File: config.mk
export PLATFORM = sky130hd
export DESIGN_NAME = bpmc_pulse_gen
export DESIGN_NICKNAME = d
export VERILOG_FILES = /design/src/rtl/bpmc_pkg.sv /design/src/rtl/bpmc_edge_det.sv /design/src/rtl/bpmc_pulse_gen.sv
export SDC_FILE = /design/constraint.sdc
export NUM_CORES = 1
export LEC_CHECK = 0
export CAP_MARGIN = 5
export CORE_MARGIN = 1
export CORE_UTILIZATION = 46
export CTS_CLUSTER_SIZE = 25
export DETAILED_ROUTE_END_ITERATION = 10
export PLACE_DENSITY_LB_ADDON = 0.05
export SETUP_SLACK_MARGIN = 0.1
export SYNTH_ARGS = -nofsm -noshare
export SYNTH_HDL_FRONTEND = slang
export SYNTH_SLANG_ARGS = --single-unit
File: constraint.sdc
create_clock -name Clock -period 4.9 [get_ports Clock]
set_input_delay 0.735 -clock Clock [delete_from_list [all_inputs] [get_ports Clock]]
set_output_delay 0.735 -clock Clock [all_outputs]
set_load 0.01 [all_outputs]
File: src/rtl/bpmc_pkg.sv
// Shared types and defaults for the BPMC pulse-train blocks.
// Holds the sequencer state encoding and the default field widths.
package bpmc_pkg;

  localparam int BPMC_CNT_W = 16;
  localparam int BPMC_REP_W = 8;

  typedef enum logic [2:0] {
    IDLE = 3'd0,
    POS  = 3'd1,
    DEAD = 3'd2,
    NEG  = 3'd3,
    GAP  = 3'd4
  } bpmc_state_e;

endpackage

File: src/rtl/bpmc_edge_det.sv
// Registered rising-edge detector with asynchronous reset.
// The rise flag is valid in the same cycle the input is first seen high.
module bpmc_edge_det (
  input  logic clk,
  input  logic rst,
  input  logic sig,
  output logic rise
);

  logic sig_q;

  always_ff @(posedge clk or posedge rst) begin
    if (rst) begin
      sig_q <= 1'b0;
    end else begin
      sig_q <= sig;
    end
  end

  assign rise = sig & ~sig_q;

endmodule

File: src/rtl/bpmc_pulse_gen.sv
// Bipolar pulse-train generator: POS, DEAD, NEG, GAP phases repeated per trigger.
// Optional Abort input is enabled by defining BPMC_ABORT_EN.
module bpmc_pulse_gen
  import bpmc_pkg::*;
#(
  parameter int CNT_W = BPMC_CNT_W,
  parameter int REP_W = BPMC_REP_W
) (
  input  logic             Clock,
  input  logic             Reset,
  input  logic             Trig,
  input  logic [CNT_W-1:0] Cfg_PosWidth,
  input  logic [CNT_W-1:0] Cfg_DeadTime,
  input  logic [CNT_W-1:0] Cfg_NegWidth,
  input  logic [CNT_W-1:0] Cfg_Gap,
  input  logic [REP_W-1:0] Cfg_Repeat,
`ifdef BPMC_ABORT_EN
  input  logic             Abort,
`endif
  output logic             Dout_P,
  output logic             Dout_N,
  output logic             Busy,
  output logic             Done
);

  bpmc_state_e      state_q, state_d;
  logic [CNT_W-1:0] cnt_q, cnt_d;
  logic [REP_W-1:0] rep_q, rep_d;
  logic [CNT_W-1:0] pos_q, dead_q, neg_q, gap_q;
  logic             trig_rise;
  logic             accept;
  logic             rep_end;
  logic             done_d;

  bpmc_edge_det u_trig_edge (
    .clk  (Clock),
    .rst  (Reset),
    .sig  (Trig),
    .rise (trig_rise)
  );

  assign accept = (state_q == IDLE) && trig_rise && (Cfg_Repeat != '0) &&
                  ((Cfg_PosWidth | Cfg_NegWidth) != '0);

  always_ff @(posedge Clock or posedge Reset) begin
    if (Reset) begin
      state_q <= IDLE;
      cnt_q   <= '0;
      rep_q   <= '0;
      Dout_P  <= 1'b0;
      Dout_N  <= 1'b0;
      Busy    <= 1'b0;
      Done    <= 1'b0;
    end else begin
      state_q <= state_d;
      cnt_q   <= cnt_d;
      rep_q   <= rep_d;
      Dout_P  <= (state_d == POS);
      Dout_N  <= (state_d == NEG);
      Busy    <= (state_d != IDLE);
      Done    <= done_d;
    end
  end

  // Configuration is captured only at acceptance so mid-sequence changes are ignored.
  always_ff @(posedge Clock or posedge Reset) begin
    if (Reset) begin
      pos_q  <= '0;
      dead_q <= '0;
      neg_q  <= '0;
      gap_q  <= '0;
    end else if (accept) begin
      pos_q  <= Cfg_PosWidth;
      dead_q <= Cfg_DeadTime;
      neg_q  <= Cfg_NegWidth;
      gap_q  <= Cfg_Gap;
    end
  end

  always_comb begin
    state_d = state_q;
    cnt_d   = cnt_q;
    rep_d   = rep_q;
    rep_end = 1'b0;
    done_d  = 1'b0;

    if (state_q == IDLE) begin
      if (accept) begin
        rep_d = Cfg_Repeat;
        if (Cfg_PosWidth != '0) begin
          state_d = POS;
          cnt_d   = Cfg_PosWidth - CNT_W'(1);
        end else begin
          state_d = NEG;
          cnt_d   = Cfg_NegWidth - CNT_W'(1);
        end
      end
    end else if (cnt_q != '0) begin
      cnt_d = cnt_q - CNT_W'(1);
    end else begin
      // Phase expired: jump straight to the next phase with a nonzero length.
      case (state_q)
        POS: begin
          if ((dead_q != '0) && (neg_q != '0)) begin
            state_d = DEAD;
            cnt_d   = dead_q - CNT_W'(1);
          end else if (neg_q != '0) begin
            state_d = NEG;
            cnt_d   = neg_q - CNT_W'(1);
          end else begin
            rep_end = 1'b1;
          end
        end
        DEAD: begin
          state_d = NEG;
          cnt_d   = neg_q - CNT_W'(1);
        end
        NEG: begin
          rep_end = 1'b1;
        end
        GAP: begin
          if (pos_q != '0) begin
            state_d = POS;
            cnt_d   = pos_q - CNT_W'(1);
          end else begin
            state_d = NEG;
            cnt_d   = neg_q - CNT_W'(1);
          end
        end
        default: begin
          state_d = IDLE;
        end
      endcase

      // The gap is only inserted between repetitions, never after the last one.
      if (rep_end) begin
        if (rep_q == REP_W'(1)) begin
          state_d = IDLE;
          cnt_d   = '0;
          rep_d   = '0;
          done_d  = 1'b1;
        end else begin
          rep_d = rep_q - REP_W'(1);
          if (gap_q != '0) begin
            state_d = GAP;
            cnt_d   = gap_q - CNT_W'(1);
          end else if (pos_q != '0) begin
            state_d = POS;
            cnt_d   = pos_q - CNT_W'(1);
          end else begin
            state_d = NEG;
            cnt_d   = neg_q - CNT_W'(1);
          end
        end
      end
    end

`ifdef BPMC_ABORT_EN
    if (Abort && (state_q != IDLE)) begin
      state_d = IDLE;
      cnt_d   = '0;
      rep_d   = '0;
      done_d  = 1'b1;
    end
`endif
  end

endmodule
==> impl_metrics.prom <==
# TYPE chip_impl_metric gauge
chip_impl_metric{name="floorplan.die.height",unit="um"} 127
chip_impl_info{name="synth_area_leaders",value="sky130_fd_sc_hd__dfrtp_1, sky130_fd_sc_hd__nand2_1, sky130_fd_sc_hd__xnor2_1"} 1
chip_impl_info{name="crit_path_start_kind",value="register"} 1
chip_impl_metric{name="drt-wirelength-per-cell",unit="um"} 20.7
chip_impl_info{name="cp-startpoint",value="pos_q[0]"} 1
chip_impl_metric{name="power.ir.vdd_worst",unit="uV"} 261
chip_impl_metric{name="track_usage",unit="%"} 31.5
chip_impl_metric{name="timing_hold_violations_final",unit=""} 0
chip_impl_metric{name="synth_top_area_share",unit="%"} 33.6
chip_impl_metric{name="worst-endpoint-arrival",unit="ns"} 3.92
chip_impl_metric{name="maxSlewHeadroom",unit="%"} 16.2
chip_impl_metric{name="synth-edff-count",unit=""} 0
chip_impl_metric{name="share_clk_of_total_power",unit="%"} 15.8
chip_impl_metric{name="netlist_area",unit="um2"} 7160
chip_impl_metric{name="port-buffer-count",unit=""} 78
chip_impl_info{name="worst_r2r_endpoint",value="cnt_q[8]"} 1
chip_impl_metric{name="cp_max_fo",unit=""} 20
chip_impl_metric{name="highest_clock_rate",unit="MHz"} 269
chip_impl_metric{name="depth_of_the_most_critical_reg_to_reg_path",unit=""} 10
chip_impl_metric{name="slew_violations",unit=""} 0
chip_impl_info{name="synthTopCellsByCount",value="sky130_fd_sc_hd__nand2_1, sky130_fd_sc_hd__dfrtp_1, sky130_fd_sc_hd__nor2_1"} 1
chip_impl_metric{name="initial_utilization",unit="%"} 47.1
chip_impl_metric{name="leakage",unit="nW"} 3.40
chip_impl_metric{name="first_global_vias",unit=""} 6820
chip_impl_metric{name="worst_pin_slew",unit="ns"} 1.26
chip_impl_metric{name="grt_antenna_before_repair",unit=""} 0
chip_impl_info{name="path_cells",value="inv_1 -> ha_1 -> nor4b_1 -> nand4_1 -> buf_4 -> o21ai_0 -> o21ai_0 -> and2_1 -> a2111oi_0 -> o221ai_1"} 1
chip_impl_metric{name="number_of_sinks_on_the_clock_net",unit=""} 96
chip_impl_metric{name="power.share.switching",unit="%"} 47.5
chip_impl_metric{name="power-per-cell-area",unit="nW/um2"} 554
chip_impl_metric{name="synthesis.nets",unit=""} 1016
chip_impl_metric{name="num-nets-final",unit=""} 1072
chip_impl_metric{name="final_layout_size_suffix_gt1_share",unit="%"} 5.85
chip_impl_metric{name="dp_wirelength",unit="um"} 18500
chip_impl_info{name="worst_path_most_repeated_cell",value="sky130_fd_sc_hd__o21ai_0"} 1
chip_impl_metric{name="detail_route.wirelength",unit="um"} 24400
chip_impl_info{name="synth_top_cell_by_area",value="sky130_fd_sc_hd__dfrtp_1"} 1
chip_impl_metric{name="timing.critical_path.required",unit="ns"} 5.10
chip_impl_metric{name="ctsHtreeMaxLevel",unit=""} 3
chip_impl_metric{name="aggregate_negative_setup_slack",unit="ns"} 0
chip_impl_metric{name="rows",unit=""} 45
chip_impl_metric{name="cts_hold_repair.buffers",unit=""} 0
chip_impl_metric{name="cts_made_buffers",unit=""} 9
chip_impl_info{name="worst_r2r_startpoint",value="pos_q[0]"} 1
chip_impl_metric{name="synth_cell_type_count",unit=""} 74
chip_impl_metric{name="cts_buffer_depth",unit=""} 2
chip_impl_metric{name="num_vias",unit=""} 7413
chip_impl_metric{name="syn-mean-instance-area",unit="um2"} 7.69
chip_impl_metric{name="clkTransAtPathRegs",unit="ns"} 0.07
chip_impl_info{name="timing.critical_path.to_type",value="register"} 1
chip_impl_metric{name="dr.pass1.iters",unit=""} 6
chip_impl_metric{name="setup_violations",unit=""} 0
chip_impl_metric{name="largest_net_degree_at_the_start_of_global_routing",unit=""} 67
chip_impl_metric{name="power.sequential.fraction",unit="%"} 35.9
chip_impl_metric{name="skew",unit="ns"} 0.00902
chip_impl_metric{name="drv_cap",unit=""} 0
chip_impl_metric{name="ant_nets",unit=""} 0
chip_impl_metric{name="finalCoreUtilization",unit="%"} 55.2
chip_impl_metric{name="drtIter0Drc",unit=""} 803
chip_impl_metric{name="final_cell_area",unit="um2"} 8390
chip_impl_info{name="synth_most_common_cell",value="sky130_fd_sc_hd__nand2_1"} 1
chip_impl_metric{name="pin_count",unit=""} 79
chip_impl_info{name="tritoncts_clock_tree",value="built"} 1
chip_impl_metric{name="area_growth_syn_to_fin",unit="%"} 17.3
chip_impl_metric{name="cell_internal_pwr",unit="mW"} 2.44
chip_impl_metric{name="synth-async-reset-ratio",unit="%"} 100
chip_impl_metric{name="period_needed",unit="ns"} 3.72
chip_impl_metric{name="synth-seq-area-share",unit="%"} 33.6
chip_impl_metric{name="grt_pass1_wl",unit="um"} 38400
chip_impl_metric{name="worstSkewPairLatency",unit="ns"} 0.36
chip_impl_info{name="min_to",value="pos_q[14]"} 1
chip_impl_metric{name="globalRoute.totalOverflow",unit=""} 0
chip_impl_metric{name="antenna-diode-count",unit=""} 0
chip_impl_metric{name="worst_path_largest_cell_delay",unit="ns"} 0.78
chip_impl_info{name="setup_repair_after_global_routing_missed_its_margin",value="false"} 1
chip_impl_metric{name="comb_power_share",unit="%"} 48.3
chip_impl_metric{name="synth_seq_cells",unit=""} 96
chip_impl_info{name="min_path_type",value="register to register"} 1
chip_impl_metric{name="holdPathStages",unit=""} 2
chip_impl_metric{name="yosysWarnings",unit=""} 0
chip_impl_metric{name="postCtsSetupRepairBufs",unit=""} 0
chip_impl_metric{name="synth_cells",unit=""} 931
chip_impl_info{name="cell_at_the_root_of_the_clock_tree",value="sky130_fd_sc_hd__clkbuf_16"} 1
chip_impl_metric{name="timing.final.crit_share",unit="%"} 75.9
chip_impl_metric{name="chipWidth",unit="um"} 127
chip_impl_metric{name="power",unit="mW"} 4.65
chip_impl_metric{name="flop_to_flop_setup_slack",unit="ns"} 1.18
chip_impl_info{name="hold_start",value="pos_q[14]"} 1
chip_impl_info{name="timing_worst_setup_path_type",value="register to register"} 1
chip_impl_metric{name="drc",unit=""} 0
chip_impl_info{name="critical-path-slowest-cell",value="sky130_fd_sc_hd__a2111oi_0"} 1
chip_impl_info{name="synthFlopType",value="sky130_fd_sc_hd__dfrtp_1"} 1
chip_impl_metric{name="gp_routability_congestion",unit=""} 1.00
chip_impl_metric{name="postPlaceCellArea",unit="um2"} 8100
chip_impl_metric{name="power_switching",unit="mW"} 2.21
chip_impl_metric{name="via_per_inst",unit=""} 6.28
chip_impl_info{name="status",value="complete, no violations"} 1
chip_impl_metric{name="ctsResizeCount",unit=""} 0
chip_impl_metric{name="floorplan.core_area",unit="um2"} 15200
chip_impl_metric{name="dieArea",unit="um2"} 16100
cells by family after synthesis:
kind of cell    after synthesis  synth area share, %
simple gates                464                 31.0
compound gates              216                 20.4
mux                          13                 1.85
flops                        96                 33.6
xor+xnor                     59                 7.22
fa+ha+maj                    11                 1.89
buf+inv                      72                 4.07
power by group through the flow:
stage	sequential (mW)	clock (mW)	combinational (mW)
2_1_floorplan	1.49	0	1.59
3_3_place_gp	1.66	0	2.18
3_5_place_dp	1.67	0	2.18
4_1_cts	1.66	0.745	2.20
5_1_grt	1.72	0.789	2.45
6_report	1.67	0.734	2.25
cell usage in the layout (no fill, tap or decap), types with 4 or more instances in the layout:
cell type                         Yosys  routed
sky130_fd_sc_hd__inv_1               24      23
sky130_fd_sc_hd__nor4_1              24      24
sky130_fd_sc_hd__xor2_1              18      18
sky130_fd_sc_hd__nand2_1            219     218
sky130_fd_sc_hd__and3_1               5       5
sky130_fd_sc_hd__o21ai_0             54      54
sky130_fd_sc_hd__o41ai_1              4       4
sky130_fd_sc_hd__o31ai_1              8       8
sky130_fd_sc_hd__o211ai_1            10      10
sky130_fd_sc_hd__or2_2                4       4
sky130_fd_sc_hd__o221ai_1             8       8
sky130_fd_sc_hd__a31oi_1             11      11
sky130_fd_sc_hd__nor2_1              69      68
sky130_fd_sc_hd__ha_1                10      10
sky130_fd_sc_hd__xnor2_1             41      41
sky130_fd_sc_hd__or4_1               11      11
sky130_fd_sc_hd__nand4b_1             4       4
sky130_fd_sc_hd__nor3_1              45      45
sky130_fd_sc_hd__nand4_1             12      12
sky130_fd_sc_hd__a211oi_1             5       5
sky130_fd_sc_hd__dfrtp_1             96      96
sky130_fd_sc_hd__nand2b_1             4       4
sky130_fd_sc_hd__nor4b_1              4       4
sky130_fd_sc_hd__a21oi_1             47      47
sky130_fd_sc_hd__clkbuf_16            0       9
sky130_fd_sc_hd__mux2i_1             11      11
sky130_fd_sc_hd__clkdlybuf4s50_1      0      78
sky130_fd_sc_hd__buf_4                0      15
sky130_fd_sc_hd__o22ai_1             11      11
sky130_fd_sc_hd__or3_1               14      14
sky130_fd_sc_hd__nand3_1             21      21
sky130_fd_sc_hd__and2_1               5       5
sky130_fd_sc_hd__a22oi_1              8       8
sky130_fd_sc_hd__a2111oi_0            4       4
flip-flops by register name, summed over array words and instances, names as in the netlist:
register	cells
Busy	1
Done	1
Dout_N	1
Dout_P	1
cnt_q	16
dead_q	16
gap_q	16
neg_q	16
pos_q	16
rep_q	8
state_q	3
u_trig_edge.sig_q	1
how the worst max path moves through the flow:
stage | end | slack (ns) | cells past startpoint
6_report | cnt_q[8] | 1.18 | 10
2_1_floorplan | cnt_q[10] | 1.50 | 12
3_3_place_gp | cnt_q[4] | 0.87 | 9
4_1_cts | cnt_q[4] | 1.19 | 9
5_1_grt | cnt_q[10] | 0.91 | 12
3_5_place_dp | cnt_q[4] | 0.82 | 9
critical path: cells and delay by family (launching register included):
kind / cells / cell delay (ns)
compound gates: 4 / 1.48
fa+ha+maj: 1 / 0.15
buf+inv: 2 / 0.38
flops: 1 / 0.43
simple gates: 3 / 1.11
metrics by stage:
| stage | instances | hold WS [ns] | setup WS (ns) |
|---|---|---|---|
| 4_1_cts | 1180 | 0.521 | 1.19 |
| 6_report | 1180 | 0.524 | 1.18 |
| 5_1_grt | 1180 | 0.548 | 0.911 |
| 2_1_floorplan | 931 | 0.469 | 1.50 |
| 3_3_place_gp | 1164 | 0.495 | 0.873 |
| 3_5_place_dp | 1164 | 0.507 | 0.820 |
metal layers:
metal	global-route usage (%)	wire length (um)
met1	44.4	11000
met2	46.1	10400
met3	6.28	2060
met4	15.3	1000
met5	0	0
final cells by class:
type                       count  area (um2)
multi-input combinational    763        4470
tap                          188         235
sequential                    96        2400
timing repair buffer          93         893
fill                        1465        6810
clock inverter                 7        70.1
inverter                      24        92.6
clock buffer                   9         225
(Power assumes the default switching activity.)
